## src/rtl/dbg_pkg.sv

```systemverilog
// Shared constants and state encoding for the debug memory master.
// Opcodes, response bytes and the read fill byte live here so the bench and the RTL agree.
package dbg_pkg;

   localparam logic [7:0] OP_RD   = 8'h52;
   localparam logic [7:0] OP_WR   = 8'h57;
   localparam logic [7:0] RSP_ACK = 8'h4B;
   localparam logic [7:0] RSP_ERR = 8'h3F;
   localparam logic [7:0] RD_FILL = 8'hFF;

   typedef enum logic [3:0] {
      S_IDLE       = 4'd0,
      S_ADDR_HI    = 4'd1,
      S_ADDR_LO    = 4'd2,
      S_LEN        = 4'd3,
      S_WR_DATA    = 4'd4,
      S_WR_SETUP   = 4'd5,
      S_WR_STROBE  = 4'd6,
      S_TX_ACK     = 4'd7,
      S_RD_SETUP   = 4'd8,
      S_RD_STROBE  = 4'd9,
      S_RD_CAPTURE = 4'd10,
      S_TX_BYTE    = 4'd11
   } state_t;

   function automatic logic is_opcode(input logic [7:0] b);
      return (b == OP_RD) || (b == OP_WR);
   endfunction

endpackage

```

## src/rtl/dbg_timeout.sv

```systemverilog
// Inter-byte idle counter: cleared by the master, counts while enabled, flags the last cycle.
// The flag is raised during the TIMEOUT_CYCLES-th idle cycle so the abort lands on that edge.
module dbg_timeout #(
   parameter int unsigned TIMEOUT_CYCLES = 1_000_000
) (
   input  logic clk,
   input  logic rst,
   input  logic clr,
   input  logic en,
   output logic tc
);

   localparam int unsigned W = (TIMEOUT_CYCLES > 2) ? $clog2(TIMEOUT_CYCLES) : 1;
   localparam logic [W-1:0] LAST = W'(TIMEOUT_CYCLES - 1);

   logic [W-1:0] cnt;

   always_ff @(posedge clk) begin
      if (rst || clr)
         cnt <= '0;
      else if (en && !tc)
         cnt <= cnt + W'(1);
   end

   assign tc = (cnt == LAST);

endmodule

```

## src/rtl/dbg_mem_master.sv

```systemverilog
// Byte-stream peek/poke master for the RAM debug port: R/W bursts with address auto-increment.
// Every output is registered from the next state, so strobes follow a full cycle of stable setup.
module dbg_mem_master
   import dbg_pkg::*;
#(
   parameter int unsigned TIMEOUT_CYCLES = 1_000_000
) (
   input  logic        clk,
   input  logic        rst,
   input  logic [7:0]  rx_data,
   input  logic        rx_valid,
   output logic        rx_ready,
   output logic [7:0]  tx_data,
   output logic        tx_valid,
   input  logic        tx_ready,
   output logic        dbg_mem_op,
   output logic        dbg_mem_clk,
   output logic [15:0] dbg_addr,
   output logic [7:0]  dbg_data_in,
   input  logic [7:0]  dbg_data_out,
   output logic        dbg_RW,
   output logic        busy
);

   state_t     state, nxt;
   logic       err_pend, err_nxt;
   logic       is_rd;
   logic [8:0] cnt;
   logic       rx_fire, waiting, to_tc, last;

   assign rx_fire = rx_valid & rx_ready;
   assign waiting = state inside {S_ADDR_HI, S_ADDR_LO, S_LEN, S_WR_DATA};
   assign last    = (cnt == 9'd1);

   dbg_timeout #(.TIMEOUT_CYCLES(TIMEOUT_CYCLES)) u_timeout (
      .clk (clk),
      .rst (rst),
      .clr (rx_fire | ~waiting),
      .en  (waiting),
      .tc  (to_tc)
   );

   // An unknown opcode keeps the FSM in IDLE; err_pend holds the '?' reply until it drains.
   always_comb begin
      nxt     = state;
      err_nxt = err_pend;
      unique case (state)
         S_IDLE: begin
            if (err_pend) begin
               if (tx_ready) err_nxt = 1'b0;
            end else if (rx_fire) begin
               if (is_opcode(rx_data)) nxt = S_ADDR_HI;
               else                    err_nxt = 1'b1;
            end
         end
         S_ADDR_HI:    if (rx_fire) nxt = S_ADDR_LO; else if (to_tc) nxt = S_IDLE;
         S_ADDR_LO:    if (rx_fire) nxt = S_LEN;     else if (to_tc) nxt = S_IDLE;
         S_LEN: begin
            if (rx_fire)    nxt = is_rd ? S_RD_SETUP : S_WR_DATA;
            else if (to_tc) nxt = S_IDLE;
         end
         S_WR_DATA:    if (rx_fire) nxt = S_WR_SETUP; else if (to_tc) nxt = S_IDLE;
         S_WR_SETUP:   nxt = S_WR_STROBE;
         S_WR_STROBE:  nxt = last ? S_TX_ACK : S_WR_DATA;
         S_TX_ACK:     if (tx_ready) nxt = S_IDLE;
         S_RD_SETUP:   nxt = S_RD_STROBE;
         S_RD_STROBE:  nxt = S_RD_CAPTURE;
         S_RD_CAPTURE: nxt = S_TX_BYTE;
         S_TX_BYTE:    if (tx_ready) nxt = last ? S_IDLE : S_RD_SETUP;
         default:      nxt = S_IDLE;
      endcase
   end

   always_ff @(posedge clk) begin
      if (rst) begin
         state       <= S_IDLE;
         err_pend    <= 1'b0;
         is_rd       <= 1'b0;
         cnt         <= 9'd0;
         rx_ready    <= 1'b0;
         tx_valid    <= 1'b0;
         tx_data     <= 8'h00;
         dbg_mem_op  <= 1'b0;
         dbg_mem_clk <= 1'b0;
         dbg_addr    <= 16'h0000;
         dbg_data_in <= 8'h00;
         dbg_RW      <= 1'b1;
         busy        <= 1'b0;
      end else begin
         state       <= nxt;
         err_pend    <= err_nxt;
         rx_ready    <= (nxt inside {S_IDLE, S_ADDR_HI, S_ADDR_LO, S_LEN, S_WR_DATA}) && !err_nxt;
         tx_valid    <= (nxt inside {S_TX_BYTE, S_TX_ACK}) || err_nxt;
         dbg_mem_op  <= nxt inside {S_WR_SETUP, S_WR_STROBE, S_RD_SETUP, S_RD_STROBE, S_RD_CAPTURE};
         dbg_mem_clk <= nxt inside {S_WR_STROBE, S_RD_STROBE};
         dbg_RW      <= !(nxt inside {S_WR_SETUP, S_WR_STROBE});
         busy        <= (nxt != S_IDLE);

         if (rx_fire) begin
            unique case (state)
               S_IDLE:    is_rd <= (rx_data == OP_RD);
               S_ADDR_HI: dbg_addr[15:8] <= rx_data;
               S_ADDR_LO: dbg_addr[7:0]  <= rx_data;
               S_LEN:     cnt <= {rx_data == 8'h00, rx_data};  // len 0 means 256
               S_WR_DATA: dbg_data_in <= rx_data;
               default: ;
            endcase
         end

         // Advance after each completed access; address wraps at 16 bits.
         if ((state == S_WR_STROBE) || (state == S_TX_BYTE && tx_ready)) begin
            dbg_addr <= dbg_addr + 16'd1;
            cnt      <= cnt - 9'd1;
         end

         if (state == S_IDLE && rx_fire && !is_opcode(rx_data))
            tx_data <= RSP_ERR;
         else if (state == S_WR_STROBE && last)
            tx_data <= RSP_ACK;
         else if (state == S_RD_CAPTURE)
            tx_data <= dbg_addr[15] ? RD_FILL : dbg_data_out;
      end
   end

endmodule

```

## config.mk

```make
export PLATFORM = sky130hd
export DESIGN_NAME = dbg_mem_master
export DESIGN_NICKNAME = d
export VERILOG_FILES = /design/src/rtl/dbg_pkg.sv /design/src/rtl/dbg_timeout.sv /design/src/rtl/dbg_mem_master.sv
export SDC_FILE = /design/constraint.sdc
export NUM_CORES = 1
export LEC_CHECK = 0
export ABC_AREA = 1
export BUFFER_PORTS_ARGS = -buffer_cell sky130_fd_sc_hd__buf_2
export CORE_UTILIZATION = 40
export CTS_CLUSTER_SIZE = 16
export DETAILED_ROUTE_END_ITERATION = 16
export GPL_ROUTABILITY_DRIVEN = 1
export PLACE_DENSITY = 0.68
export SYNTH_ARGS = -nofsm -noshare
export SYNTH_HDL_FRONTEND = slang
export SYNTH_SLANG_ARGS = --single-unit
```

## constraint.sdc

```tcl
create_clock -name clk -period 2.07 [get_ports clk]
set_clock_uncertainty 0.15 [all_clocks]
set_input_delay 0.414 -clock clk [delete_from_list [all_inputs] [get_ports clk]]
set_output_delay 0.414 -clock clk [all_outputs]
set_load 0.03 [all_outputs]
```

== Word-level counts from Yosys, hierarchy flattened ==
Index checks and enable logic that the tools add are counted.

* Reduce and logical (&&, ||, !) cells: 37
* Eq/ne operators: 26
* Multiplexer cells: 30
* Bitwise gates (word level): 3
* Add/sub/neg operators: 3

{| class="wikitable"
|+ Operator list
! kind !! number
|-
| 2-to-1 mux 4 bit || 12
|-
| case mux 4 bit (12 select lines) || 1
|-
| equality test 4 x 3 -> 1 bit (second input constant) || 8
|-
| equality test 4 bit (second input constant) || 8
|-
| 2-to-1 mux 16 bit || 2
|-
| 2-to-1 mux 9 bit || 3
|-
| 2-to-1 mux 8 bit || 3
|-
| adder 20 x 1 -> 20 bit (second input constant) || 1
|-
| equality test 20 bit (second input constant) || 1
|-
| adder 16 x 1 -> 16 bit (second input constant) || 1
|-
| equality test 4 x 2 -> 1 bit (second input constant) || 4
|-
| equality test 8 x 7 -> 1 bit (second input constant) || 2
|-
| nonzero test 2 bit || 8
|-
| 2-to-1 mux 7 bit || 2
|-
| AND reduction 2 bit || 5
|-
| nonzero test 5 bit || 2
|-
| equality test 9 x 1 -> 1 bit (second input constant) || 1
|-
| subtractor 9 x 1 -> 9 bit (second input constant) || 1
|-
| equality test 4 x 1 -> 1 bit (second input constant) || 2
|-
| logical NOT 4 bit || 2
|-
| logical NOT 8 bit || 1
|-
| nonzero test 4 bit || 2
|-
| logical AND 1 bit || 6
|-
| 2-to-1 mux 6 bit || 1
|-
| other kinds (10) || 20
|}

* Bits in registers: 73
* Logic and storage cells: 116

== Logic depth before layout (Yosys ltp) ==
* Depth in word-level cells: 9
* Gate-level depth with buffers: 13
* Depth with buffers taken out: 13

== Cells and area by module ==
A second synthesis with hierarchy kept.

* Cells, all modules: 692
* Area total of the unflattened synthesis: 4,334.2 um2

{| class="wikitable"
|+ By module, submodules not included
! module !! instances !! area each (um2) !! cells each
|-
| dbg_mem_master || 1 || 3,119.2 || 505
|-
| dbg_timeout || 1 || 1,214.9 || 187
|}

== Worst setup path before layout ==
No wires, ideal clock.

* Path type: register to register
* Start point: register dbg_addr[0]
* End point: register dbg_addr[12]
* Clock period less this slack: 1,943 ps
* Stages on the path, launching flop included: 10
* Data arrival time: 1,722 ps
* Slack: 127 ps
* Required time: 1,850 ps
* Cells stage by stage: dfxtp_1 > ha_1 > nand2_1 > nor3_4 > nand3_1 > nor2_1 > nand2_1 > o21ai_0 > nand3_1 > a21oi_1

* Cells in the longest elaborated chain, start to end: 2

{| class="wikitable"
|+ RTL lines
! element !! line !! source
|-
| start: declaration || dbg_mem_master.sv:18 || <nowiki>output logic [15:0] dbg_addr,</nowiki>
|-
| start signal: assignment || dbg_mem_master.sv:103 || <nowiki>S_ADDR_LO: dbg_addr[7:0] <= rx_data;</nowiki>
|-
| start signal: assignment || dbg_mem_master.sv:112 || <nowiki>dbg_addr <= dbg_addr + 16'd1;</nowiki>
|-
| adder 16 x 1 -> 16 bit || dbg_mem_master.sv:112 ||
|-
| 2-to-1 mux 16 bit || dbg_mem_master.sv:111 || <nowiki>if ((state == S_WR_STROBE) || (state == S_TX_BYTE && tx_ready)) begin</nowiki>
|}

Every way passes these cells.
A chain may end at the register's enable or synchronous reset.

== Final worst setup path ==
* Start point: register state[0]
* End point: register rx_ready

* Cells in the longest elaborated chain, start to end: 7
* Elaborated cells between the ends (all ways): 32
* Classes of those cells: 15 x eq/ne; 12 x mux; 5 x reduce/logical

{| class="wikitable"
|+ RTL lines
! element !! line !! source
|-
| start: declaration || dbg_mem_master.sv:25 || <nowiki>state_t state, nxt;</nowiki>
|-
| start signal: assignment || dbg_mem_master.sv:90 || <nowiki>state <= nxt;</nowiki>
|-
| 2-to-1 mux 4 bit || dbg_mem_master.sv:52 || <nowiki>if (is_opcode(rx_data)) nxt = S_ADDR_HI;</nowiki>
|-
| 2-to-1 mux 4 bit || dbg_mem_master.sv:51 || <nowiki>end else if (rx_fire) begin</nowiki>
|-
| 2-to-1 mux 4 bit || dbg_mem_master.sv:49 || <nowiki>if (err_pend) begin</nowiki>
|-
| case mux 4 bit (12 select lines) || dbg_mem_master.sv:47 || <nowiki>unique case (state)</nowiki>
|-
| equality test 4 x 1 -> 1 bit, or another cell as far along || dbg_mem_master.sv:92 || <nowiki>rx_ready <= (nxt inside {S_IDLE, S_ADDR_HI, S_ADDR_LO, S_LEN, S_WR_DATA}) && !err_nxt;</nowiki>
|-
| nonzero test 5 bit || dbg_mem_master.sv:92 ||
|-
| logical AND 1 bit * || dbg_mem_master.sv:92 ||
|-
| end signal: assignment || dbg_mem_master.sv:92 ||
|-
| end: declaration || dbg_mem_master.sv:12 || <nowiki>output logic rx_ready,</nowiki>
|}

Every way passes the cells marked *; elsewhere a longest branch is shown, timed or not.

==> results.json <==
{
  "synth-edff-count": 0,
  "final_nets": 741,
  "fin_crit_sh_pct": 92.1,
  "synth_warnings": 0,
  "fillers": 1041,
  "grt_antenna_before_repair": 0,
  "peakVddDrop_v": 0.000394,
  "clockBufferDepth": 2,
  "min_period_ns": 1.91,
  "power_uw": 2760,
  "cp_slowest_stage_delay_ns": 0.36,
  "grt_max_degree": 22,
  "setup_violations": 0,
  "p_sw_share_pct": 24.5,
  "worst_hold_startpoint": "rx_data[6]",
  "regToRegStartpoint": "state[0]$_SDFF_PP0_",
  "yosys.area.top_type_share_pct": 33.6,
  "synth_area_leaders": "dfxtp_1 (34%), nand2_1 (13%), inv_1 (6.4%)",
  "first_pass_iters": 5,
  "grt_usage_pct": 21.3,
  "first_global_vias": 4252,
  "start_util_pct": 41.8,
  "cts_tree": "yes",
  "slew_viol_final": 0,
  "p_per_area_nw_per_um2": 543,
  "reg2regPathDepth": 11,
  "startpoint": "state[0]$_SDFF_PP0_",
  "internal_power_uw": 2090,
  "ctsHoldBuffers": 0,
  "yosysTopAreaCell": "dfxtp_1",
  "cap_violations": 0,
  "pin_count": 58,
  "wl_per_cell_um": 13.3,
  "min_delay_worst_endpoint": "dbg_data_in[6]$_SDFFE_PP0P_",
  "postSynthCellCount": 646,
  "tightest_slew_ns": 0.381,
  "crit_type": "register to register",
  "drc_errors": 0,
  "synth_ff_type": "dfxtp_1",
  "n_antenna_cell": 0,
  "p_switching_uw": 675,
  "overflow": 0,
  "synth.net_count": 670,
  "path_cells": "buf_4, nor2_4, inv_4, nor2_8, buf_6, inv_1, o211ai_1, nand2_1, nand2_1, nand3_1, a21oi_1",
  "setup_ws_ns": 0.163,
  "crit_top_cell": "nand2_1",
  "avgSynthCellArea_um2": 6.73,
  "finalNonFillerCells": 858,
  "synth.ff_latch_count": 73,
  "gp_congestion": 0.921,
  "antenna_left": 0,
  "crit_slowest_cell": "dfxtp_1",
  "critPathCaptureType": "register",
  "fp-row-count": 37,
  "critical_path_required_ns": 2.20,
  "mostFrequentLayoutCells": "nand2_1 (146), inv_1 (74), dfxtp_1 (71)",
  "finalHoldViolCount": 0,
  "p_leak_uw": 0.00227,
  "syn_to_final_growth_pct": 17.0,
  "core_area_um2": 10400,
  "die-width_um": 106,
  "synth.distinct_cells": 43,
  "dr_total_vias": 4447,
  "r2r_setup_slack_ns": 0.16,
  "dp_hpwl_um": 8610,
  "synth-seq-area-share_pct": 33.6,
  "pre_cts_ws_ns": 0.101,
  "rsz0062_at_grt": "false",
  "cts-root-buf": "clkbuf_8",
  "power_frac_comb_pct": 5.9,
  "clk_latency_ns": 0.35,
  "htreeDepth": 3,
  "portBuffers": 57,
  "slew_headroom_pct": 74.6,
  "finalSetupTns_ns": 0,
  "drive_gt1_share_pct": 21.9,
  "hold_depth": 3,
  "drt_wl_total_um": 11400,
  "cp_data_arrival_time_ns": 2.04,
  "dieArea_um2": 11300,
  "syn_area_um2": 4350,
  "reg2reg_to": "rx_ready$_SDFF_PP0_",
  "grt_pass1_wl_um": 19300,
  "final_common_cell": "nand2_1",
  "placed_area_um2": 4860,
  "chipHeight_um": 106,
  "min_path_type": "input port to register",
  "fin_area_um2": 5090,
  "drt_iter0_drc": 330,
  "placed_cells": 842,
  "p_clk_share_pct": 42.5,
  "clock-sinks": 73,
  "viasPerCell": 5.18,
  "p_seq_share_pct": 51.6,
  "synthArstFlopShare_pct": 0,
  "clk_pin_slew_ns": 0.08,
  "status": "completed",
  "path_max_fanout": 11,
  "cts_buffers": 9,
  "cp-start-kind": "register",
  "clock.fmax_mhz": 525
}
==> cells in the mapped netlist (3+ instances only) <==
cell and instances:
nor2_2 7, nand4_1 11, o21ai_0 41, nand3b_1 3
nor2_4 8, dfxtp_1 73, nand2_2 13, xnor2_1 8
inv_1 74, nor3_1 18, xor2_1 6, buf_2 4
nand2_1 147, a21oi_1 39, nand3_1 44, a22oi_1 5
inv_2 17, nor2_1 59, a31oi_1 10, o211ai_1 6
clkbuf_1 5, nor3_2 3, buf_6 6, ha_1 4
o21ai_1 10
==> power by group through the flow <==
stage          sequential (uW)  clock (uW)  combinational (uW)
4_1_cts                   1420        1200                 161
5_1_grt                   1430        1260                 178
6_report                  1420        1170                 164
3_5_place_dp              1460           0                 161
3_3_place_gp              1460           0                 159
2_1_floorplan             1480           0                66.4
==> routing by layer <==
metal,routed length (um),GRT usage [%],share of wire [%]
met1,5130,27.0,45
met2,5450,35.6,48
met3,668,5.15,5.9
met4,158,6.75,1.4
met5,0,0,0
==> critical path, delay by kind of cell (launching register included) <==
kind                   cells  cell delay [ns]
AOI/OAI and AO/OA          2             0.25
buffers and inverters      4             0.47
and+or+nand+nor            5             0.63
DFF                        1             0.36
==> logic make-up after synthesis <==
logic type               after synthesis  synth area share, %
XOR/XNOR                              14                 2.82
adder cells (fa/ha/maj)                4                 1.15
AO/OA/AOI/OAI                        122                 16.3
AND/OR/NAND/NOR                      323                 35.4
buffers and inverters                110                 10.8
flip-flops                            73                 33.6
==> worst max-delay path by stage <==
stage	to	slack (ns)	cells past startpoint
floorplan	dbg_addr[12]$_SDFFE_PP0P_	0.13	9
global placement	rx_ready$_SDFF_PP0_	0.18	11
detailed placement	u_timeout.cnt[7]$_SDFFE_PP0P_	0.10	11
CTS	u_timeout.cnt[7]$_SDFFE_PP0P_	0.08	11
global route	rx_ready$_SDFF_PP0_	0.006	11
finish	rx_ready$_SDFF_PP0_	0.16	11
==> flip-flops by register name, summed over array words and instances, names as in the netlist <==
register,cells
rx_ready,1
dbg_mem_clk,1
tx_valid,1
err_pend,1
dbg_mem_op,1
dbg_data_in,8
u_timeout.cnt,20
dbg_RW,1
tx_data,8
dbg_addr,16
busy,1
cnt,9
state,4
is_rd,1
==> stage by stage <==
stage | hold WS, ns | util, %
after floorplan | 0.293 | -
after global placement | 0.300 | 46.7
after detailed placement | 0.304 | 46.7
after CTS | 0.191 | 48.6
after global routing | 0.200 | 48.9
final | 0.219 | 48.9
==> what timing repair did <==
item,CTS,global route
gates resized for setup,0,6
setup buffers,0,0
setup endpoints to repair,0,17
==> final cells by class <==
| type | instances | area, um^2 | area share (%) |
|---|---|---|---|
| inverters | 94 | 358 | 7.03 |
| clock inverters | 5 | 53.8 | 1.06 |
| well taps | 136 | 170 | 3.34 |
| flip-flops and latches | 73 | 1460 | 28.8 |
| repair buffers | 76 | 457 | 8.97 |
| clock buffers | 11 | 151 | 2.98 |
| multi-input cells | 463 | 2430 | 47.8 |
Note: power is estimated with default switching activity, not from simulation.
